[src/rtl/snake_stream_sched.sv]
// snake_stream_sched
//   Segment-memory controller and scheduler for the snake renderer. Owns the
//   snake body ring buffer held in an external single-port RAM (1-cycle read
//   latency), keeps the head pointer and length, and arbitrates the RAM port
//   between move/grow updates and a per-scanline replay stream.
//
// Optional feature macro: SNAKE_SCHED_RESTART_EN
//   defined   : line_start during STREAM aborts and restarts the pass at idx 0
//   undefined : line_start during STREAM is ignored; the pass completes
//   Either way the sticky overrun flag is set.
//
// Ports
//   clk, rst_n            clock, asynchronous active-low reset
//   game_rst_n            synchronous active-low game restart
//   line_start            one-cycle scanline start pulse
//   upd_req/upd_grow      move request (held until upd_ack), grow qualifier
//   upd_x/upd_y/upd_dir   new head segment
//   upd_ack               one-cycle pulse when the update is written
//   mem_addr/we/wdata     RAM port, word = {x[10:6], y[5:2], dir[1:0]}
//   mem_rdata             RAM read data
//   snake_head_x/y        current head position
//   snake_x/y/dir         streamed segment, qualified by snake_valid
//   snake_first/last      streamed segment is head / tail
//   length                current segment count, 1..MAX_LEN
//   full, overrun         sticky status flags
module snake_stream_sched #(
  parameter int unsigned MAX_LEN = 64,
  parameter int unsigned ADDR_W  = 6,
  parameter int unsigned START_X = 4,
  parameter int unsigned START_Y = 7
) (
  input  logic              clk,
  input  logic              rst_n,
  input  logic              game_rst_n,
  input  logic              line_start,
  input  logic              upd_req,
  input  logic              upd_grow,
  input  logic [4:0]        upd_x,
  input  logic [3:0]        upd_y,
  input  logic [1:0]        upd_dir,
  output logic              upd_ack,
  output logic [ADDR_W-1:0] mem_addr,
  output logic              mem_we,
  output logic [10:0]       mem_wdata,
  input  logic [10:0]       mem_rdata,
  output logic [4:0]        snake_head_x,
  output logic [3:0]        snake_head_y,
  output logic [4:0]        snake_x,
  output logic [3:0]        snake_y,
  output logic [1:0]        snake_dir,
  output logic              snake_first,
  output logic              snake_last,
  output logic              snake_valid,
  output logic [ADDR_W:0]   length,
  output logic              full,
  output logic              overrun
);

  typedef enum logic [1:0] {S_INIT, S_IDLE, S_STREAM, S_UPDATE} state_t;

  localparam logic [ADDR_W:0]   LEN_MAX   = (ADDR_W+1)'(MAX_LEN);
  localparam logic [ADDR_W:0]   LEN_ONE   = (ADDR_W+1)'(1);
  localparam logic [ADDR_W-1:0] PTR_ONE   = ADDR_W'(1);
  localparam logic [4:0]        INIT_X    = 5'(START_X);
  localparam logic [3:0]        INIT_Y    = 4'(START_Y);
  localparam logic [10:0]       INIT_WORD = {INIT_X, INIT_Y, 2'b00};

  state_t            state, state_nxt;
  logic [ADDR_W-1:0] head_ptr;
  logic [ADDR_W-1:0] idx, idx_nxt;
  logic              pend;
  logic              is_last;
  logic              restart;

  assign is_last = ({1'b0, idx} == (length - LEN_ONE));

`ifdef SNAKE_SCHED_RESTART_EN
  assign restart = line_start;
`else
  assign restart = 1'b0;
`endif

  // Segment data comes straight from the RAM output register, which lines up
  // with the registered valid/first/last; zeroed when not qualified.
  assign snake_x   = snake_valid ? mem_rdata[10:6] : '0;
  assign snake_y   = snake_valid ? mem_rdata[5:2]  : '0;
  assign snake_dir = snake_valid ? mem_rdata[1:0]  : '0;

  always_comb begin
    state_nxt = state;
    idx_nxt   = idx;
    mem_addr  = '0;
    mem_we    = 1'b0;
    mem_wdata = '0;
    upd_ack   = 1'b0;
    case (state)
      S_INIT: begin
        // No RAM write while the asynchronous reset is still held.
        mem_we    = rst_n;
        mem_wdata = INIT_WORD;
        state_nxt = S_IDLE;
      end
      S_IDLE: begin
        if (line_start || pend) begin
          state_nxt = S_STREAM;
          idx_nxt   = '0;
        end else if (upd_req) begin
          state_nxt = S_UPDATE;
        end
      end
      S_STREAM: begin
        mem_addr = head_ptr - idx;
        if (restart) begin
          idx_nxt = '0;
        end else if (is_last) begin
          state_nxt = S_IDLE;
        end else begin
          idx_nxt = idx + PTR_ONE;
        end
      end
      S_UPDATE: begin
        mem_addr  = head_ptr + PTR_ONE;
        mem_we    = 1'b1;
        mem_wdata = {upd_x, upd_y, upd_dir};
        upd_ack   = 1'b1;
        state_nxt = S_IDLE;
      end
      default: state_nxt = S_INIT;
    endcase
    if (!game_rst_n) begin
      state_nxt = S_INIT;
    end
  end

  always_ff @(posedge clk or negedge rst_n) begin
    if (!rst_n) begin
      state <= S_INIT;
      idx   <= '0;
    end else begin
      state <= state_nxt;
      idx   <= idx_nxt;
    end
  end

  always_ff @(posedge clk or negedge rst_n) begin
    if (!rst_n) begin
      head_ptr     <= '0;
      length       <= LEN_ONE;
      full         <= 1'b0;
      overrun      <= 1'b0;
      pend         <= 1'b0;
      snake_head_x <= INIT_X;
      snake_head_y <= INIT_Y;
      snake_valid  <= 1'b0;
      snake_first  <= 1'b0;
      snake_last   <= 1'b0;
    end else begin
      snake_valid <= (state == S_STREAM) && game_rst_n;
      snake_first <= (state == S_STREAM) && game_rst_n && (idx == '0);
      snake_last  <= (state == S_STREAM) && game_rst_n && is_last && !restart;
      // Game state is cleared both on the restart edge and throughout INIT so
      // the INIT cycle already shows the restarted values.
      if (!game_rst_n || state == S_INIT) begin
        head_ptr     <= '0;
        length       <= LEN_ONE;
        full         <= 1'b0;
        overrun      <= 1'b0;
        pend         <= 1'b0;
        snake_head_x <= INIT_X;
        snake_head_y <= INIT_Y;
      end else begin
        if (state == S_UPDATE) begin
          head_ptr     <= head_ptr + PTR_ONE;
          snake_head_x <= upd_x;
          snake_head_y <= upd_y;
          if (upd_grow) begin
            if (length == LEN_MAX) begin
              full <= 1'b1;
            end else begin
              length <= length + LEN_ONE;
            end
          end
        end
        if (state == S_STREAM && line_start) begin
          overrun <= 1'b1;
        end
        if (state == S_UPDATE && line_start) begin
          pend <= 1'b1;
        end else if (state == S_IDLE) begin
          pend <= 1'b0;
        end
      end
    end
  end

endmodule
[config.mk]
export PLATFORM = sky130hd
export DESIGN_NAME = snake_stream_sched
export DESIGN_NICKNAME = d
export VERILOG_FILES = /design/src/rtl/snake_stream_sched.sv
export SDC_FILE = /design/constraint.sdc
export NUM_CORES = 1
export LEC_CHECK = 0
export CAP_MARGIN = 10
export CORE_MARGIN = 5
export CORE_UTILIZATION = 40
export DETAILED_ROUTE_END_ITERATION = 10
export PLACE_DENSITY_LB_ADDON = 0.3
export REMOVE_ABC_BUFFERS = 1
export SYNTH_ARGS = -nofsm -noshare
export SYNTH_HDL_FRONTEND = slang
export SYNTH_SLANG_ARGS = --single-unit
[constraint.sdc]
create_clock -name clk -period 5 [get_ports clk]
set_clock_uncertainty 0.05 [all_clocks]
set_input_delay 1 -clock clk [delete_from_list [all_inputs] [get_ports clk]]
set_output_delay 1 -clock clk [all_outputs]
set_load 0.02 [all_outputs]
# --- Word-level counts from Yosys, hierarchy flattened ---
# Cells that the tools add are included.
word_totals:
  wordCells: 82
  mem_bits_ro: 0
  n_memories: 0
  reg_bits: 36
  in_bits: 28
  latch_bits: 0
  mem_bits_rw: 0
classes:
  n_eq_ne: 10
  div_mod_pow: 0
  add_sub_neg: 5
  reduce_logical: 21
  multipliers: 0
  n_bitwise: 0
  order_cmp: 0
  n_shift: 0
  n_mux: 34
ops:
  columns: ["operator", "n"]
  rows:
  - ["2-to-1 mux 7 bit", 4]
  - ["2-to-1 mux 6 bit", 4]
  - ["case mux 6 bit (2 select lines)", 2]
  - ["case mux 11 bit (2 select lines)", 1]
  - ["2-to-1 mux 5 bit", 3]
  - ["adder 6 x 1 -> 6 bit, second input constant", 2]
  - ["2-to-1 mux 4 bit", 3]
  - ["2-to-1 mux 1 bit", 10]
  - ["2-to-1 mux 2 bit", 5]
  - ["nonzero test 2 bit", 5]
  - ["AND reduction 3 bit", 3]
  - ["adder 7 x 1 -> 7 bit, second input constant", 1]
  - ["equality test 6 x 7 -> 1 bit", 1]
  - ["equality test 7 bit, second input constant", 1]
  - ["subtractor 7 x 1 -> 7 bit, second input constant", 1]
  - ["zero test 6 bit", 1]
  - ["!= test 2 bit, second input constant", 3]
  - ["case mux 2 bit (3 select lines)", 1]
  - ["subtractor 6 bit", 1]
  - ["logical AND 1 bit", 5]
  - ["equality test 2 bit, second input constant", 2]
  - ["!= test 4 bit, second input constant", 1]
  - ["!= test 3 bit, second input constant", 1]
  - ["nonzero test 3 bit", 1]
  - ["7 further kinds", 8]

# --- Longest topological paths before layout ---
depth:
  word_depth: 5
  depth_mapped: 8

# --- Least setup slack after synthesis ---
# No wires, ideal clock.
synth_timing:
  kind: "register to output"
  start: "register idx[2]"
  end: "output mem_addr[5]"
  arrival_time_ps: 2086
  t_required_ps: 3950
  slack_ps: 1864
  n_path_buf: 1
  stages_incl_launch_ff: 9
  cell_sequence: "dfrtp_1 -> clkbuf_1 -> inv_1 -> ha_1 -> o21ai_0 -> a21boi_0 -> o21ai_0 -> and3_1 -> o32ai_1"
synth_via:
  elab_chain_cells: 2
synth_rtl:
  columns: ["element", "line", "text"]
  rows:
  - ["from (decl)", "70", "logic [ADDR_W-1:0] idx, idx_nxt;"]
  - ["from (signal assigned)", "141", "idx <= idx_nxt;"]
  - ["subtractor 6 bit", "112", "mem_addr = head_ptr - idx;"]
  - ["case mux 6 bit (2 select lines)", "96", "case (state)"]
  - ["to (decl)", "42", "output logic [ADDR_W-1:0] mem_addr,"]
# No other way between the ends.

# --- Worst setup path in the final report ---
layout_timing:
  start: "register idx[1]"
  end: "output mem_addr[5]"
# The elaborated chain is that of the path after synthesis.

==> summary.md <==
| Metric | Value |
|---|---|
| Post_cts resized | 0 |
| Hold slack | around 450 ps |
| Worst EP arrival | between 2000 and 3000 ps |
| Critical path's slowest cell | clkdlybuf4s50_1 |
| Cell Area, Synth | 2410 µm² |
| Power Dens Cells | 292.6 nW/µm² |
| First-pass GRT wire length | about 9.7 mm |
| Number of CTS-inserted buffers | 5 |
| Die H | ~90 µm |
| HPWL Detailed | ~4.2 mm |
| Vias per cell | approximately 5.1 |
| Total Die Area | approximately 7700 µm² |
| Hold Fails Final Rpt | 0 |
| EDFF count, synth | 0 |
| Post-synth cell types | 45 |
| ANT cells | 0 |
| Reg2Reg Setup Slack | 2350 ps |
| Most used cell, CP | o21ai_0 |
| Final setup fails | 0 |
| Register area share after synthesis | 0.3764 |
| Lkg Pwr | between 0.001 and 0.0015 µW |
| Drt first-iter violations | 171 |
| Routed Antenna Nets | 0 |
| Site Rows | 28 |
| DR DRC count | 0 |
| Initial core utilization | 0.4094 |
| Critical path launch point type | register |
| Routability cong. | about 0.83 |
| Crit path capture type | output port |
| Pins Over Slew Limit | 0 |
| Most common cell after layout, fill and taps aside | clkdlybuf4s50_1 |
| Total negative setup slack | 0 ps |
| Worst slew pin tran | 994.0 ps |
| Outcome | completed |
| Hold Buf Count CTS | 0 |
| Synthesis-stage register bit count | 36 |
| Worst VDD drop | about 0.16 mV |
| WS Path Type | register to output port |
| Layout Utilization | 0.5640 |
| CP Cell Sequence | inv_1 -> ha_1 -> nor2b_1 -> o21ai_0 -> a21boi_0 -> o21ai_0 -> a21oi_1 -> o32ai_1 -> clkdlybuf4s50_1 |
| Total global-route track usage | 0.1579 |
| Worst Hold Class | register to register |
| Via count | 2183 |
| RSZ-0062 raised after global routing | no |
| Core Box Area | 5886 µm² |
| CP peak stage delay | between 600 and 700 ps |
| Post-DR wirelength/cell | approximately 14 µm |
| Global route overflow | 0 |
| Initial antenna violation count | 0 |
| MaxCap Viol Count | 0 |
| Rel. slew slack | 0.3373 |
| Yosys Warn Count | 0 |
| Pre-CTS setup slack | roughly 1400 ps |
| Initial DRT Pass Iterations | 4 |
| Number of global-route vias before repair | between 2000 and 2500 |
| Clock slew at reported path FFs | approximately 70 ps |
| Main flop type after synthesis | dfrtp_1 |
| Multi-input logic area | 1364 µm² |
| Placed cells | 416 |
| Clk_lat worst skew | a little under 300 ps |
| CTS tree | yes |
| Port buffer count | 78 |
| WP data required | between 3000 and 4000 ps |
| Syn Inst Count | approximately 280 |
| Commonest cells after routing, fill and taps aside | 77 x clkdlybuf4s50_1, 31 x dfrtp_1, 29 x nor2_1, 23 x nand2_1, 22 x a21oi_1 |
| Crit Path Max Fanout | 5 |
| Clock tree buffer depth | 2 |
| Largest net degree at the start of global routing | 37 |
| Final period utilization | 0.7928 |
| Nets | 392 |
| Setup ws final | roughly 1000 ps |
| Die X | around 88 µm |
| Layout cell share with drive strength beyond 1 | 0.06877 |
| Register Area | 907.1 µm² |
| CTS Sinks | 36 |
| Async set or reset register ratio after synthesis | 1.000 |
| Ports | 79 |
| Area Overhead vs Synth | 37.75% |
| Root buffer cell | clkbuf_8 |
| Setup Fix Bufs, Post-CTS | 0 |
| H-tree depth | 2 |
| Post-route insts no fill | roughly 420 |
| Fin crit period | about 4000 ps |
| Syn Area/Cell | 8.700 µm² |
| WL final | a little under 6 mm |
| # fillers | approximately 550 |
| Fmax | 252.3 MHz |
==> per-stage QoR <==
stage / area (µm²) / power, µW
floorplan: 2342 / 607.0
CTS: 3319 / 982.4
detailed placement: 3227 / 754.2
global placement: 3227 / 756.5
finish: 3319 / 971.4
global route: 3319 / 1042
==> power by group <==
| group | switching (µW) | total (µW) | internal (µW) |
|---|---|---|---|
| Sequential | 22.4 | 331 | 309 |
| Clock | 106 | 216 | 110 |
| Combinational | 239 | 424 | 185 |
==> worst paths after layout <==
kind | from | to | cells past startpoint
worst max-delay path | idx[1] | mem_addr[5] | 9
worst min-delay path | full | full | 2
worst max register to register | length[3] | idx[2] | 6
worst min register to register | full | full | 2
max in group asynchronous | rst_n | length[0] | 2
min in group asynchronous | rst_n | snake_head_x[0] | 2
==> logic make-up after synthesis <==
kind of cell    Yosys count  share of synthesized area
xor+xnor                 26                    0.09450
fa+ha+maj                16                    0.08619
buf+inv                  35                    0.05763
simple gates            104                     0.2170
flops                    36                     0.3764
compound gates           54                     0.1428
mux                       6                    0.02544
==> cell usage after synthesis (all sizes together), types with 10 or more instances <==
library cell  count  area (µm²)
dfrtp            31       775.7
clkbuf           15       56.30
inv              18       67.56
nand3            10       50.05
xnor2            12       105.1
and2             19       118.9
o21ai            12       60.05
nand2            24       97.59
a21oi            22       110.1
xor2             14       122.6
nor2             29       108.9
ha               15       187.7
==> sequential cells by signal, indices dropped and copies added, names as in the netlist <==
signal	cells
state	2
snake_head_x	5
snake_last	1
overrun	1
pend	1
snake_first	1
head_ptr	6
idx	6
length	7
snake_head_y	4
full	1
snake_valid	1
==> worst max-delay path: cells and delay by family, from the launching register on <==
| family | cells | cell delay (ps) |
|---|---|---|
| buffers and inverters | 2 | 800 |
| AO/OA/AOI/OAI | 5 | 950 |
| AND/OR/NAND/NOR | 1 | 130 |
| adder cells (fa/ha/maj) | 1 | 290 |
| flip-flops | 1 | 450 |
==> final cells by class <==
class / instances / area share
well taps: 75 / 0.02827
clock buffers: 6 / 0.02488
clock inverters: 2 / 0.003015
flip-flops and latches: 36 / 0.2733
inverters: 19 / 0.02149
multi-input cells: 206 / 0.4109
repair buffers: 80 / 0.2382
==> per-layer routing <==
metal	part of all wire	global-route usage	up-vias
met1	0.42	0.1912	1013
met2	0.48	0.2678	83
li1	-	-	1081
met4	0.012	0.05858	0
met5	0	0	-
met3	0.093	0.04327	6
(Power assumes the default switching activity.)
